**config.mk**
```make
export PLATFORM = sky130hd
export DESIGN_NAME = store_write_buffer
export DESIGN_NICKNAME = d
export VERILOG_FILES = /design/src/rtl/store_write_buffer.sv
export SDC_FILE = /design/constraint.sdc
export NUM_CORES = 1
export LEC_CHECK = 0
export ABC_AREA = 1
export CORE_UTILIZATION = 30
export CTS_CLUSTER_SIZE = 30
export DETAILED_ROUTE_END_ITERATION = 8
export GPL_TIMING_DRIVEN = 1
export PLACE_DENSITY_LB_ADDON = 0.12
export SKIP_CTS_REPAIR_TIMING = 1
export SYNTH_ARGS = -nofsm -noshare
export SYNTH_HDL_FRONTEND = slang
export SYNTH_SLANG_ARGS = --single-unit
```
**constraint.sdc**
```tcl
create_clock -name clk -period 2.2 [get_ports clk]
set_input_delay 0.44 -clock clk [delete_from_list [all_inputs] [get_ports clk]]
set_output_delay 0.44 -clock clk [all_outputs]
set_load 0.005 [all_outputs]
```
**src/rtl/store_write_buffer.sv**
```systemverilog
// Store write buffer: aligns formatted store data to byte lanes, queues
// stores in a small FIFO and drains them in order over a req/ack handshake.
// Flags illegal/misaligned stores and pending-store hazards for loads.
module store_write_buffer #(
  parameter int unsigned DEPTH = 4,
  parameter int unsigned AW    = 32
) (
  input  logic          clk,
  input  logic          rst_n,
  input  logic          st_valid,
  output logic          st_ready,
  input  logic [AW-1:0] st_addr,
  input  logic [31:0]   st_data,
  input  logic [3:0]    st_size,
  output logic          st_err,
  output logic          mem_req,
  output logic [AW-1:0] mem_addr,
  output logic [31:0]   mem_wdata,
  output logic [3:0]    mem_be,
  input  logic          mem_ack,
  input  logic [AW-1:0] ld_addr,
  output logic          ld_hazard,
  output logic          empty
);

  localparam int unsigned PW       = (DEPTH > 1) ? $clog2(DEPTH) : 1;
  localparam logic [PW:0] FULL_CNT = (PW+1)'(DEPTH);

  typedef enum logic [3:0] {
    SZ_WORD = 4'b0000,
    SZ_BYTE = 4'b0010,
    SZ_HALF = 4'b0100
  } size_e;

  logic [AW-3:0]    word_q [DEPTH];
  logic [31:0]      data_q [DEPTH];
  logic [3:0]       be_q   [DEPTH];
  logic [DEPTH-1:0] valid_q;
  logic [PW-1:0]    wr_ptr, rd_ptr;
  logic [PW:0]      count;
  logic             err_q;

  logic             legal, handshake, push, pop, hazard;
  logic [1:0]       off;
  logic [3:0]       fmt_be;
  logic [31:0]      fmt_data;
  logic             unused_ld_off;

  assign st_ready  = (count != FULL_CNT);
  assign empty     = (count == '0);
  assign mem_req   = !empty;
  assign handshake = st_valid && st_ready;
  assign push      = handshake && legal;
  assign pop       = mem_req && mem_ack;
  assign st_err    = err_q;
  assign ld_hazard = hazard;

  assign mem_addr  = mem_req ? {word_q[rd_ptr], 2'b00} : '0;
  assign mem_wdata = mem_req ? data_q[rd_ptr] : '0;
  assign mem_be    = mem_req ? be_q[rd_ptr] : '0;

  // Load hazards compare word addresses only; byte offset is irrelevant.
  assign unused_ld_off = ^ld_addr[1:0];

  // Legality check and byte-lane placement of the incoming store.
  always_comb begin
    off      = st_addr[1:0];
    legal    = 1'b0;
    fmt_be   = '0;
    fmt_data = '0;
    case (st_size)
      SZ_BYTE: begin
        legal    = 1'b1;
        fmt_be   = 4'b0001 << off;
        fmt_data = {24'b0, st_data[7:0]} << {off, 3'b000};
      end
      SZ_HALF: begin
        legal    = !st_addr[0];
        fmt_be   = 4'b0011 << off;
        fmt_data = {16'b0, st_data[15:0]} << {off, 3'b000};
      end
      SZ_WORD: begin
        legal    = (off == 2'b00);
        fmt_be   = 4'b1111;
        fmt_data = st_data;
      end
      default: legal = 1'b0;
    endcase
  end

  // Any valid entry targeting the load's word raises a hazard.
  always_comb begin
    hazard = 1'b0;
    for (int unsigned i = 0; i < DEPTH; i++) begin
      if (valid_q[PW'(i)] && (word_q[PW'(i)] == ld_addr[AW-1:2])) hazard = 1'b1;
    end
  end

  // Pointer, occupancy and error-pulse registers.
  always_ff @(posedge clk or negedge rst_n) begin
    if (!rst_n) begin
      wr_ptr <= '0;
      rd_ptr <= '0;
      count  <= '0;
      err_q  <= 1'b0;
    end else begin
      err_q <= handshake && !legal;
      if (push) wr_ptr <= wr_ptr + 1'b1;
      if (pop)  rd_ptr <= rd_ptr + 1'b1;
      case ({push, pop})
        2'b10:   count <= count + 1'b1;
        2'b01:   count <= count - 1'b1;
        default: count <= count;
      endcase
    end
  end

  // Entry storage; push and pop never touch the same slot in one cycle.
  always_ff @(posedge clk or negedge rst_n) begin
    if (!rst_n) begin
      valid_q <= '0;
      for (int unsigned i = 0; i < DEPTH; i++) begin
        word_q[PW'(i)] <= '0;
        data_q[PW'(i)] <= '0;
        be_q[PW'(i)]   <= '0;
      end
    end else begin
      if (pop) valid_q[rd_ptr] <= 1'b0;
      if (push) begin
        valid_q[wr_ptr] <= 1'b1;
        word_q[wr_ptr]  <= st_addr[AW-1:2];
        data_q[wr_ptr]  <= fmt_data;
        be_q[wr_ptr]    <= fmt_be;
      end
    end
  end

endmodule

```
# [Yosys cells after proc, flatten, opt, wreduce, memory -nomap -nowiden]
# Cells that the tools add are included.
[totals] register_bits=276 output_inout_bits=73 elab_cells=99
[op_classes] n_addsub=4 n_lt_le_gt_ge=7 eq_ne=9 shifts=4 n_mux=35 n_bitwise=5 n_reduce_logical=18
[ops] cell="two-way mux 32 bit" n=5
[ops] cell="bitwise mux 128 bit" n=1
[ops] cell="bitwise mux 120 bit" n=1
[ops] cell="equality test 30 bit" n=4
[ops] cell="one-hot mux 32 bit (3 select lines)" n=1
[ops] cell="two-way mux 30 bit" n=3
[ops] cell="binary-select mux 32 bit (select 2 bit)" n=1
[ops] cell="demux 32 bit (select 2 bit)" n=1
[ops] cell="binary-select mux 30 bit (select 2 bit)" n=1
[ops] cell="demux 30 bit (select 2 bit)" n=1
[ops] cell="left shift 16 x 5 -> 32 bit" n=1
[ops] cell="left shift 8 x 5 -> 32 bit" n=1
[ops] cell="two-way mux 4 bit" n=6
[ops] cell="bitwise mux 16 bit" n=1
[ops] cell="one-hot mux 4 bit (3 select lines)" n=1
[ops] cell="logical AND 1 bit" n=11
[ops] cell="binary-select mux 4 bit (select 2 bit)" n=1
[ops] cell="demux 4 bit (select 2 bit)" n=1
[ops] cell="greater-or-equal comparator 3 bit, second input constant" n=2
[ops] cell="< comparator 2 x 3 -> 1 bit, second input constant" n=2
[ops] cell="two-way mux 1 bit" n=6
[ops] cell="NOT 2 -> 3 bit" n=2
[ops] cell="one-hot mux 3 bit (2 select lines)" n=1
[ops] cell="adder 2 x 1 -> 2 bit, second input constant" n=2
[ops] cell="21 further kinds" n=25

# [Depth between registers and ports, before layout]
[depth] ltp_word=9 depth_mapped=13 mapped_depth_nobuf=13

# [Worst setup path before layout]
# Ideal clock, no wire load.
[synth_path] path_kind="input to register" from="in st_size[2]" to="reg count[2]" t_arrival_ps=1986 required_ps=2076 path_slack_ps=89 cell_stages=13 path_cell_list="inv_1 > nor2_1 > nand2_2 > clkinv_1 > nand2_1 > nand3_2 > nand2_8 > ha_1 > inv_1 > fa_1 > a21oi_1 > o21ai_0 > xnor2_1"
[synth_via] elab_chain_len=5 word_cells_on_any_way=9 classes_between="eq/ne (4); mux (2); reduce/logical (3)"
[synth_lines] element="from (decl)" line_no="14" rtl="input logic [3:0] st_size,"
[synth_lines] element="equality test 4 x 3 -> 1 bit, or another cell as far along" line_no="71" rtl="case (st_size)"
[synth_lines] element="one-hot mux 1 bit (3 select lines) (*)" line_no="71"
[synth_lines] element="logical AND 1 bit (*)" line_no="53" rtl="assign push = handshake && legal;"
[synth_lines] element="equality test 2 x 1 -> 1 bit / equality test 2 bit (equally long branches)" line_no="110" rtl="case ({push, pop})"
[synth_lines] element="one-hot mux 3 bit (2 select lines) / nonzero test 2 bit (equally long branches)"
[synth_lines] element="to (signal assigned)" line_no="111" rtl="2'b10: count <= count + 1'b1;"
[synth_lines] element="to (signal assigned)" line_no="112" rtl="2'b01: count <= count - 1'b1;"
[synth_lines] element="to (signal assigned)" line_no="113" rtl="default: count <= count;"
[synth_lines] element="to (decl)" line_no="40" rtl="logic [PW:0] count;"
# Mark *: on every way between the ends. The rest lies on a longest branch, timed or not.
# A chain may end at the register's enable or synchronous reset.

# [Worst setup path after layout]
[layout_path] from="reg rd_ptr[0]" to="out mem_addr[5]"
[layout_via] elab_chain_len=5
[layout_lines] element="from (decl)" line_no="39" rtl="logic [PW-1:0] wr_ptr, rd_ptr;"
[layout_lines] element="from (signal assigned)" line_no="109" rtl="if (pop) rd_ptr <= rd_ptr + 1'b1;"
[layout_lines] element="NOT 2 -> 3 bit (implied by the code)" line_no="58" rtl="assign mem_addr = mem_req ? {word_q[rd_ptr], 2'b00} : '0;"
[layout_lines] element="binary-select mux 30 bit (select 2 bit)" line_no="58"
[layout_lines] element="two-way mux 30 bit (implied by the code) (2 in a row)" line_no="58"
[layout_lines] element="two-way mux 32 bit" line_no="58"
[layout_lines] element="to (decl)" line_no="17" rtl="output logic [AW-1:0] mem_addr,"
# No other way between the ends. The select of a mux whose other input is x is not followed.

==> out/qor.yml <==
status:
  outcome: "finished with violations"
  failed_checks: "negative setup slack"
route:
  totalWireLength_microns: 60200
  highest_layer: "met4"
  final_antenna_net_count: 0
  drt_iter0_drc: 1212
  dr.pass1.iters: 7
  drcViolationCount: 0
  post_drt_wl_per_cell_microns: 18.7
  via_per_inst: 4.80
  num_vias: 15400
  dr_wl_met2_microns: 28600
  wl_met3_microns: 3130
  wl_met1_microns: 27000
clock_tree:
  cts_tree: "built"
  path_clk_slew_ns: 0.06
  clock-sinks: 276
  root_buffer: "clkbuf_16"
  h-tree-depth: 2
  insertion_delay_ns: 0.56
  clock_path_buffers: 3
  numCtsBuffers: 36
synthesis:
  synth_top_family_by_area: "simple AND/OR/NAND/NOR gates"
  synth_cells: 2192
  syn_area_per_cell_sq_um: 6.94
  synth_compound_area_share_pct: 15.5
  synth_xor_area_share_pct: 0.921
  synth_flop_cell: "dfrtp_1"
  synthAdderAreaFrac_pct: 0.872
  syn_area_sq_mm: 0.0152
  synth_cell_types: 35
  ys_seq_area_share_pct: 45.4
  yosys_warnings: 0
  synth_simple_gate_area_share_pct: 29.3
  synthMuxAreaShare_pct: 0
  synth_seq_cells: 276
  synthArstFlopShare_pct: 100
  synth_edf_count: 0
placed_design:
  gp_congestion: 0.952
  pre_cts_slack_ns: -0.812
  io_buffers: 172
  dp_hpwl_microns: 43600
  place_area_sq_mm: 0.0193
critical_path:
  cp-start-kind: "flip-flop"
  worstPathRequired_ns: 1.76
  worstPathCellList: "inv_6, buf_6, o21ai_0, a21oi_1, buf_4, clkdlybuf4s50_1"
  end_kind: "output pin"
  cp-startpoint: "rd_ptr[0]$_DFFE_PN0N_"
  slowest_stage: "dfrtp_4"
  cp.arrival_ns: 2.40
  r2r_start: "count[1]$_DFFE_PN0P_"
  critical_path.top_delay_family: "buffers and inverters"
  path_max_fanout: 21
  reg2regPathDepth: 10
  crit_cells: 6
  critPathMaxStageDelay_ns: 0.53
  path_buf_inv: 4
  crit_type: "flip-flop to output pin"
global_route:
  antenna_found_initial: 0
  overflow: 0
  grtUsageTotal_pct: 23.6
  grt_max_degree: 57
  grt_pass1_vias: 15100
  grt_pass1_wl_microns: 91400
sta:
  fin_crit_ns: 2.84
  clock_skew_ns: 0.0257
  fmax_ghz: 0.352
  tns_ns: -23.05
  hold_violations: 0
  period_share_pct: 129
  finalSetupViolCount: 68
  finalWorstSetupSlack_ns: -0.643
  final_max_slew_viol_count: 0
  rsz0062_at_grt: "yes"
pwr:
  internal_power_w: 0.0157
  pwr_density_cell_mw_per_mm2: 1260
  switchingPower_w: 0.0103
  max-vdd-ir-drop_mv: 0.675
  power_frac_comb_pct: 48.1
  leakagePower_nw: 10.6
  fin_total_pwr_w: 0.0260
  seqPwrFrac_pct: 28.8
  swShare_pct: 39.6
  pwr-share-clk_pct: 23.1
floorplan:
  die_w_microns: 227
  die_h_microns: 227
  dieArea_sq_mm: 0.0516
  num_rows: 82
  io_pins: 177
  start_util_pct: 30.4
  coreArea_sq_mm: 0.0501
layout:
  postLayoutCoreUtil_pct: 41.3
  n_antenna_cell: 0
  final_nets: 2628
  syn_to_final_growth_pct: 35.9
  drive_gt1_share_pct: 14.7
  finalInstanceArea_sq_mm: 0.0207
worst_hold_path:
  hp-class: "input port to async pin"
job:
  drv_cap: 0
## flip-flops by register name (all words and copies together) (netlist names)
signal / cells
data_q: 128
be_q: 16
wr_ptr: 2
count: 3
valid_q: 4
rd_ptr: 2
st_err: 1
word_q: 120
## per-stage QoR
step | cells | hold slack (ns)
2_1_floorplan | 2193 | 0.144
3_3_place_gp | 3141 | 0.370
3_5_place_dp | 3141 | 0.368
4_1_cts | 3205 | -0.232
5_1_grt | 3212 | 0.402
6_report | 3212 | 0.374
## worst paths after layout
path | to | slack [ns]
setup / recovery | mem_addr[5] | -0.64
hold / removal | word_q[16]$_DFFE_PN0P_ | 0.37
setup reg to reg | count[1]$_DFFE_PN0P_ | 0.12
hold reg to reg | data_q[27]$_DFFE_PN0P_ | 0.47
max in group asynchronous | data_q[23]$_DFFE_PN0P_ | 1.02
min in group clk | data_q[27]$_DFFE_PN0P_ | 0.47
## synth_stat cells, types with 3 or more instances
| cell | instances | area share, % |
|---|---|---|
| o22ai_1 | 8 | 0.33 |
| buf_2 | 34 | 1.1 |
| o21ai_1 | 43 | 1.4 |
| dfrtp_1 | 276 | 45 |
| buf_1 | 15 | 0.37 |
| inv_1 | 148 | 3.7 |
| xor2_1 | 6 | 0.35 |
| o211ai_1 | 4 | 0.20 |
| nand2_2 | 3 | 0.12 |
| clkbuf_1 | 41 | 1.0 |
| nor2_1 | 234 | 5.8 |
| xnor2_1 | 10 | 0.58 |
| nor2_8 | 3 | 0.39 |
| buf_6 | 17 | 1.3 |
| a21oi_1 | 124 | 4.1 |
| inv_2 | 9 | 0.22 |
| o21ai_0 | 270 | 8.9 |
| or2_2 | 7 | 0.29 |
| nand2_1 | 900 | 22 |
| nand3_1 | 5 | 0.16 |
| o21ai_2 | 3 | 0.17 |
| o31ai_1 | 7 | 0.35 |
| buf_4 | 5 | 0.25 |
| ha_1 | 9 | 0.74 |
## placed cells by master (no fill, tap or decap), drive strengths merged, types with 9 or more instances in the layout
cell           count
nor2             239
clkbuf            57
inv              159
clkdlybuf4s50    117
xnor2             10
a21oi            125
nand2            904
ha                 9
dfrtp            276
dlymetal6s2s      25
buf              249
o21ai            316
## power groups by stage
stage | clock network (W) | logic, W | registers (W)
global route | 0.00633 | 0.0139 | 0.00763
floorplan | 0 | 0.00573 | 0.00717
detailed placement | 0 | 0.0125 | 0.00752
CTS | 0.00615 | 0.0126 | 0.00745
global placement | 0 | 0.0125 | 0.00752
finish | 0.00600 | 0.0125 | 0.00748
## worst reg2reg max path, stage by stage (launching register included)
cell     delay, ns
dfrtp_1       0.40
nor3_2        0.24
buf_6         0.20
buf_6         0.14
inv_4         0.04
nand2_4       0.09
inv_1         0.08
ha_1          0.19
inv_1         0.08
fa_1          0.41
o21ai_1       0.14
## final cells by class
type,instances,area (sq um)
fillers,5231,29400
multi-input cells,1647,7200
flip-flops and latches,276,6910
repair buffers,395,3930
clock buffers,54,1110
well taps,672,841
inverters,158,603
clock inverters,10,87.6
## per-layer routing
metal / track usage (%) / vias up
met3: 3.38 / 71
met5: 0 / -
met2: 39.2 / 464
met4: 7.40 / 0
li1: - / 7530
met1: 31.7 / 7347
## kinds of logic after synthesis
kind of cell               Yosys count
buffers and inverters              270
AOI/OAI and AO/OA                  461
other                                1
xor gates and xnor gates            16
DFF                                276
adders and majority gates           10
and+or+nand+nor                   1158
Power figures use the tool's default switching activity.
